===== src/rtl/vga_pkg.sv =====
// Mode timing constants shared by the VGA timing generator and the sync decoder.
// Latency: n/a (constants, types and a pure helper); no backpressure.
// Also defines the decoder lock states and its missing-hsync timeout.
package vga_pkg;

    localparam int HOR_TOTAL_TIME  = 40;
    localparam int HOR_BLANK_START = 24;
    localparam int HOR_BLANK_END   = 39;
    localparam int HOR_SYNC_START  = 30;
    localparam int HOR_SYNC_END    = 33;

    localparam int VER_TOTAL_TIME  = 20;
    localparam int VER_BLANK_START = 16;
    localparam int VER_BLANK_END   = 19;
    localparam int VER_SYNC_START  = 17;
    localparam int VER_SYNC_END    = 18;

    localparam int DEC_TIMEOUT     = 2 * HOR_TOTAL_TIME;

    typedef enum logic [1:0] {
        SEARCH = 2'd0,
        LINE   = 2'd1,
        LOCKED = 2'd2
    } dec_state_t;

    function automatic logic in_range(input logic [10:0] v,
                                      input logic [10:0] lo,
                                      input logic [10:0] hi);
        return (v >= lo) && (v <= hi);
    endfunction

endpackage


===== src/rtl/sync_edge_det.sv =====
// Input register plus registered rising-edge pulse for one sync line.
// Latency: sig_q and rise both valid 1 cycle after the input changes.
// Backpressure: none, samples every clock.
module sync_edge_det (
    input  logic clk,
    input  logic rst,
    input  logic sig_in,
    output logic sig_q,
    output logic rise
);

    always_ff @(posedge clk) begin
        if (!rst) begin
            sig_q <= 1'b0;
            rise  <= 1'b0;
        end else begin
            sig_q <= sig_in;
            rise  <= sig_in & ~sig_q;
        end
    end

endmodule


===== src/rtl/vga_sync_decoder.sv =====
// Recovers h/v counters from a sync/blank stream, measures line and frame size, tracks lock.
// Latency: source counter at t appears on hcount/vcount at t+2; all outputs registered.
// Backpressure: none. VGA_DEC_BLANK_CHECK_EN adds blank-vs-prediction checking while LOCKED.
module vga_sync_decoder
    import vga_pkg::*;
#(
    parameter int LOCK_LINES = 4
) (
    input  logic        clk,
    input  logic        rst,
    input  logic        hsync_in,
    input  logic        vsync_in,
    input  logic        hblnk_in,
    input  logic        vblnk_in,
    output logic [10:0] hcount,
    output logic [10:0] vcount,
    output logic        locked,
    output logic        sync_err,
    output logic [11:0] line_len,
    output logic [10:0] frame_lines
);

    localparam logic [10:0] H_LAST    = 11'(HOR_TOTAL_TIME - 1);
    localparam logic [10:0] V_LAST    = 11'(VER_TOTAL_TIME - 1);
    localparam logic [10:0] H_SYNC    = 11'(HOR_SYNC_START);
    localparam logic [10:0] V_SYNC    = 11'(VER_SYNC_START);
    localparam logic [11:0] LINE_NOM  = 12'(HOR_TOTAL_TIME);
    localparam logic [10:0] FRAME_NOM = 11'(VER_TOTAL_TIME);
    localparam logic [11:0] TMO       = 12'(DEC_TIMEOUT);
    localparam int          RUN_W     = $clog2(LOCK_LINES + 1);
    localparam logic [RUN_W-1:0] RUN_LAST = RUN_W'(LOCK_LINES - 1);

    logic hs_q, hs_rise;
    logic vs_q, vs_rise;

    sync_edge_det u_hs_det (
        .clk    (clk),
        .rst    (rst),
        .sig_in (hsync_in),
        .sig_q  (hs_q),
        .rise   (hs_rise)
    );

    sync_edge_det u_vs_det (
        .clk    (clk),
        .rst    (rst),
        .sig_in (vsync_in),
        .sig_q  (vs_q),
        .rise   (vs_rise)
    );

    logic sync_unused;
    assign sync_unused = hs_q | vs_q;

    // Blank inputs need two stages to line up with the recovered counters.
    logic blank_err;
`ifdef VGA_DEC_BLANK_CHECK_EN
    logic hb_q, hb_qq, vb_q, vb_qq;

    always_ff @(posedge clk) begin
        if (!rst) begin
            hb_q  <= 1'b0;
            hb_qq <= 1'b0;
            vb_q  <= 1'b0;
            vb_qq <= 1'b0;
        end else begin
            hb_q  <= hblnk_in;
            hb_qq <= hb_q;
            vb_q  <= vblnk_in;
            vb_qq <= vb_q;
        end
    end

    assign blank_err =
        (in_range(hcount, 11'(HOR_BLANK_START), 11'(HOR_BLANK_END)) != hb_qq) ||
        (in_range(vcount, 11'(VER_BLANK_START), 11'(VER_BLANK_END)) != vb_qq);
`else
    logic blank_unused;
    assign blank_unused = hblnk_in | vblnk_in;
    assign blank_err    = 1'b0;
`endif

    logic [11:0] per_cnt;
    logic        tmo_flag;
    logic [10:0] line_cnt;
    logic [10:0] lines_closing;
    logic        timeout, good_line, bad_line, good_frame;

    assign timeout       = (per_cnt == TMO) && !hs_rise;
    assign good_line     = hs_rise && !tmo_flag && (per_cnt == LINE_NOM);
    assign bad_line      = (hs_rise && !good_line) || timeout;
    // An hsync edge coincident with vsync belongs to the frame being closed.
    assign lines_closing = (hs_rise && (line_cnt != 11'h7FF)) ? line_cnt + 11'd1 : line_cnt;
    assign good_frame    = (lines_closing == FRAME_NOM);

    always_ff @(posedge clk) begin
        if (!rst) begin
            per_cnt     <= '0;
            tmo_flag    <= 1'b0;
            line_len    <= '0;
            line_cnt    <= '0;
            frame_lines <= '0;
        end else begin
            if (hs_rise) begin
                per_cnt  <= 12'd1;
                tmo_flag <= 1'b0;
                if (!tmo_flag)
                    line_len <= per_cnt;
            end else begin
                if (per_cnt != 12'hFFF)
                    per_cnt <= per_cnt + 12'd1;
                if (timeout)
                    tmo_flag <= 1'b1;
            end
            if (vs_rise) begin
                frame_lines <= lines_closing;
                line_cnt    <= '0;
            end else begin
                line_cnt    <= lines_closing;
            end
        end
    end

    always_ff @(posedge clk) begin
        if (!rst) begin
            hcount <= '0;
            vcount <= '0;
        end else if (vs_rise) begin
            hcount <= '0;
            vcount <= V_SYNC;
        end else if (hs_rise) begin
            hcount <= H_SYNC;
        end else if (hcount >= H_LAST) begin
            hcount <= '0;
            vcount <= (vcount >= V_LAST) ? 11'd0 : vcount + 11'd1;
        end else begin
            hcount <= hcount + 11'd1;
        end
    end

    dec_state_t       state, state_nxt;
    logic [RUN_W-1:0] run_cnt, run_nxt;
    logic             armed, armed_nxt;
    logic             err_nxt;

    always_comb begin
        state_nxt = state;
        run_nxt   = run_cnt;
        armed_nxt = armed;
        err_nxt   = 1'b0;
        case (state)
            SEARCH: begin
                if (bad_line) begin
                    run_nxt = '0;
                end else if (good_line) begin
                    if (run_cnt == RUN_LAST) begin
                        state_nxt = LINE;
                        run_nxt   = '0;
                        armed_nxt = 1'b0;
                    end else begin
                        run_nxt = run_cnt + RUN_W'(1);
                    end
                end
            end
            LINE: begin
                if (bad_line) begin
                    state_nxt = SEARCH;
                    run_nxt   = '0;
                end else if (vs_rise) begin
                    // First vsync only starts a full-frame measurement.
                    if (armed && good_frame)
                        state_nxt = LOCKED;
                    armed_nxt = 1'b1;
                end
            end
            LOCKED: begin
                if (bad_line || blank_err || (vs_rise && !good_frame)) begin
                    state_nxt = SEARCH;
                    run_nxt   = '0;
                    err_nxt   = 1'b1;
                end
            end
            default: begin
                state_nxt = SEARCH;
                run_nxt   = '0;
            end
        endcase
    end

    always_ff @(posedge clk) begin
        if (!rst) begin
            state    <= SEARCH;
            run_cnt  <= '0;
            armed    <= 1'b0;
            locked   <= 1'b0;
            sync_err <= 1'b0;
        end else begin
            state    <= state_nxt;
            run_cnt  <= run_nxt;
            armed    <= armed_nxt;
            locked   <= (state_nxt == LOCKED);
            sync_err <= err_nxt;
        end
    end

endmodule


===== config.mk =====
export PLATFORM = sky130hd
export DESIGN_NAME = vga_sync_decoder
export DESIGN_NICKNAME = d
export VERILOG_FILES = /design/src/rtl/vga_pkg.sv /design/src/rtl/sync_edge_det.sv /design/src/rtl/vga_sync_decoder.sv
export SDC_FILE = /design/constraint.sdc
export NUM_CORES = 1
export LEC_CHECK = 0
export CAP_MARGIN = 25
export CORE_MARGIN = 2
export CORE_UTILIZATION = 40
export DETAILED_ROUTE_END_ITERATION = 10
export GPL_TIMING_DRIVEN = 1
export PLACE_DENSITY = 0.67
export RECOVER_POWER = 25
export SKIP_CTS_REPAIR_TIMING = 1
export SYNTH_ARGS = -nofsm -noshare
export SYNTH_HDL_FRONTEND = slang
export SYNTH_HIERARCHICAL = 1
export SYNTH_SLANG_ARGS = --single-unit

===== constraint.sdc =====
create_clock -name clk -period 3.7 [get_ports clk]
set_input_delay 0.555 -clock clk [delete_from_list [all_inputs] [get_ports clk]]
set_output_delay 0.555 -clock clk [all_outputs]
set_load 0.03 [all_outputs]

==> flow_summary.ini <==
[run_status]
status = finished, final reports clean

[grt]
antenna_found_initial = 0
grt_overflow = 0
grt_pass1_wl_mm = 12.50
grt_pass1_vias = 2695
grt_max_degree = 40
grt_usage_pct = 15.57

[placed_design]
place_area_sq_um = 4134
port_buffers = 50
dp_hpwl_mm = 5.248
gp_congestion = 0.8382

[power_and_ir_drop]
p_int_uw = 1258
pwr-share-comb_pct = 7.9
p_clk_share_pct = 37.7
power_density_nw_per_um2 = 387.5
seq_power_share_pct = 54.5
power_leakage_uw = 0.001639
irDropWorstVdd_v = 0.0002072
swShare_pct = 24.90
switching_power_uw = 417.0

[setup_path]
timing.rr.end = run_cnt[1]
crit_slowest_cell = clkbuf_1
worstPathRequired_ns = 3.96
r2r_start = u_hs_det/rise
reg2regPathDepth = 8
r2r_slack_ns = 0.98
cpPeakStageDelay_ns = 1.06
end_kind = flop
critPathLaunchType = input pin
crit_fanout = 39
cp_data_arrival_time_ns = 3.00
cp_cell_sequence = dlygate4sd3_1 > clkbuf_1 > nand2_1 > a21oi_1
worstSetupPathType = in -> reg

[detailed_routing]
first_iter_violations = 166
drc = 0
dr.pass1.iters = 4
wl_per_cell_um = 13.09
via_per_inst = 5.247
vias = 2933
totalWireLength_mm = 7.320
antenna_left = 0

[final_layout]
fillers = 844
final_nets = 458
drive_gt1_share_pct = 5.765
area_growth_syn_to_layout_pct = 21.19
antenna_cells = 0
fin_util_pct = 49.80
design_area_sq_um = 4322

[sta]
skew_ns = 0.01096
final.period_utilization_pct = 74.14
finalHoldViolCount = 0
slew_headroom_pct = 2.927
rsz0062_at_grt = no
setup_viol = 0
setup_tns_ns = 0
tightest_slew_ns = 1.456
drv_slew = 0
fmax_mhz = 364.5
post-route-min-period_ns = 2.743

[floorplan]
die_width_um = 98.42
initial_utilization_pct = 41.09
die_h_um = 98.42
ios = 53
std_cell_rows = 34
core_area_sq_um = 8678
die_area_sq_um = 9687

[clock_tree]
cts-buffers-inserted = 9
cts.clk_slew.worst_paths_ns = 0.08
cts_buffer_depth = 2
root_buffer = clkbuf_8
clk_latency_ns = 0.35
h-tree-depth = 3
cts_tree = yes
cts.sinks = 81

[hold_path]
hold_class = reg -> reg
min_from = line_len[0]
min_delay_worst_endpoint = line_len[0]
holdPathStages = 2

[synth]
async_reset_ff_share_pct = 0
ys_warn_count = 6
ys_seq_area_share_pct = 45.47
synth_seq_cells = 81
synth_area_sq_um = 3566
synth_flop_cell = dfxtp_1
synth_cell_types = 58
netlist_instances = 397
avgSynthCellArea_sq_um = 8.982
synth-edff-count = 0

[run]
drv_cap = 0
==> cell usage in the layout (no fill, tap or decap), drive strengths merged, types with 8 or more instances in the layout <==
cell type	Yosys	layout
o211a	8	8
nand4	10	10
a21boi	15	15
clkdlybuf4s50	0	49
nand3	16	16
clkbuf	11	12
a21oi	13	13
dfxtp	81	81
nor3	14	14
nor2	50	50
nand2	51	51
and3	9	9
xor2	12	12
==> worst max path at each step <==
stage	end	slack, ns	depth (start not counted)	startpoint
3_3_place_gp	run_cnt[1]	1.10	8	u_hs_det/rise
6_report	per_cnt[6]	0.96	4	rst
2_1_floorplan	vcount[10]	1.55	9	hcount[0]
4_1_cts	run_cnt[1]	1.04	8	u_hs_det/rise
3_5_place_dp	run_cnt[1]	1.06	8	u_hs_det/rise
5_1_grt	per_cnt[7]	0.62	4	rst
==> per-stage QoR <==
stage / hold WS, ns / std cells / total power [uW] / setup slack, ns
floorplan: 0.4535 / 401 / 1018 / 1.555
global placement: 0.4563 / 543 / 1064 / 1.097
detailed placement: 0.4579 / 543 / 1065 / 1.064
CTS: 0.4691 / 559 / 1698 / 1.038
global route: 0.4958 / 559 / 1746 / 0.6153
finish: 0.4717 / 559 / 1675 / 0.9568
==> flip-flops by register name (all words and copies together) (netlist names), 2 cells and up <==
| name | count |
|---|---|
| state | 2 |
| run_cnt | 3 |
| vcount | 11 |
| hcount | 11 |
| frame_lines | 11 |
| per_cnt | 12 |
| line_len | 12 |
| line_cnt | 11 |
==> synth_stat cells, types with 3 or more instances <==
master    number  area (sq um)
a211oi_1       4         30.03
a21boi_0      15         112.6
a21oi_1       13         65.06
a31oi_1        7         43.79
a41oi_1        5         43.79
and2_1         5         31.28
and3_1         9         56.30
and4_1         3         26.28
buf_4          3         22.52
clkbuf_1      10         37.54
dfxtp_1       81          1622
ha_1           6         75.07
inv_1          6         22.52
mux2i_1        7         70.07
nand2_1       51         191.4
nand2b_1       3         18.77
nand3_1       16         80.08
nand4_1        8         50.05
nor2_1        50         187.7
nor2b_1        6         37.54
nor3_1        12         60.06
nor4_1         5         31.28
o211a_1        8         80.08
o21a_1         3         22.52
o21ai_0        5         25.02
xnor2_1        6         52.55
xor2_1        12         105.1
==> power by group through the flow <==
stage	logic, uW	registers [uW]	clock network [uW]
after floorplan	68.1	950	0
after global placement	132	932	0
after detailed placement	133	932	0
after CTS	134	912	653
after global routing	144	916	685
final	132	912	631
==> layout make-up <==
type / count / area, sq um / share of cell area [%]
clock inverter: 6 / 67.56 / 1.563
clock buffer: 10 / 127.6 / 2.953
timing repair buffer: 53 / 515.5 / 11.93
multi-input combinational: 295 / 1832 / 42.39
inverter: 6 / 22.52 / 0.5211
sequential: 81 / 1622 / 37.52
tap: 108 / 135.1 / 3.127
==> kinds of logic after synthesis <==
logic type / share of synthesized area (%)
other: 0.1052
and+or+nand+nor: 27.16
AOI/OAI and AO/OA: 15.19
muxes: 1.965
xor gates and xnor gates: 4.421
buffers and inverters: 3.579
adders and majority gates: 2.105
DFF: 45.47
==> worst max-delay path: cells and delay by family <==
kind / cells / cell delay (ns)
AND/OR/NAND/NOR: 1 / 0.58
buffers and inverters: 2 / 1.60
AO/OA/AOI/OAI: 1 / 0.25
==> layer usage <==
layer  vias to the layer above  routed length [um]  global-route usage (%)
li1                       1496                   -                       -
met5                         -                   0                       0
met3                        12                 356                   2.695
met4                         0                 142                   7.271
met2                        75                3233                   24.12
met1                      1350                3587                   21.22
Note: power is estimated with default switching activity, not from simulation.
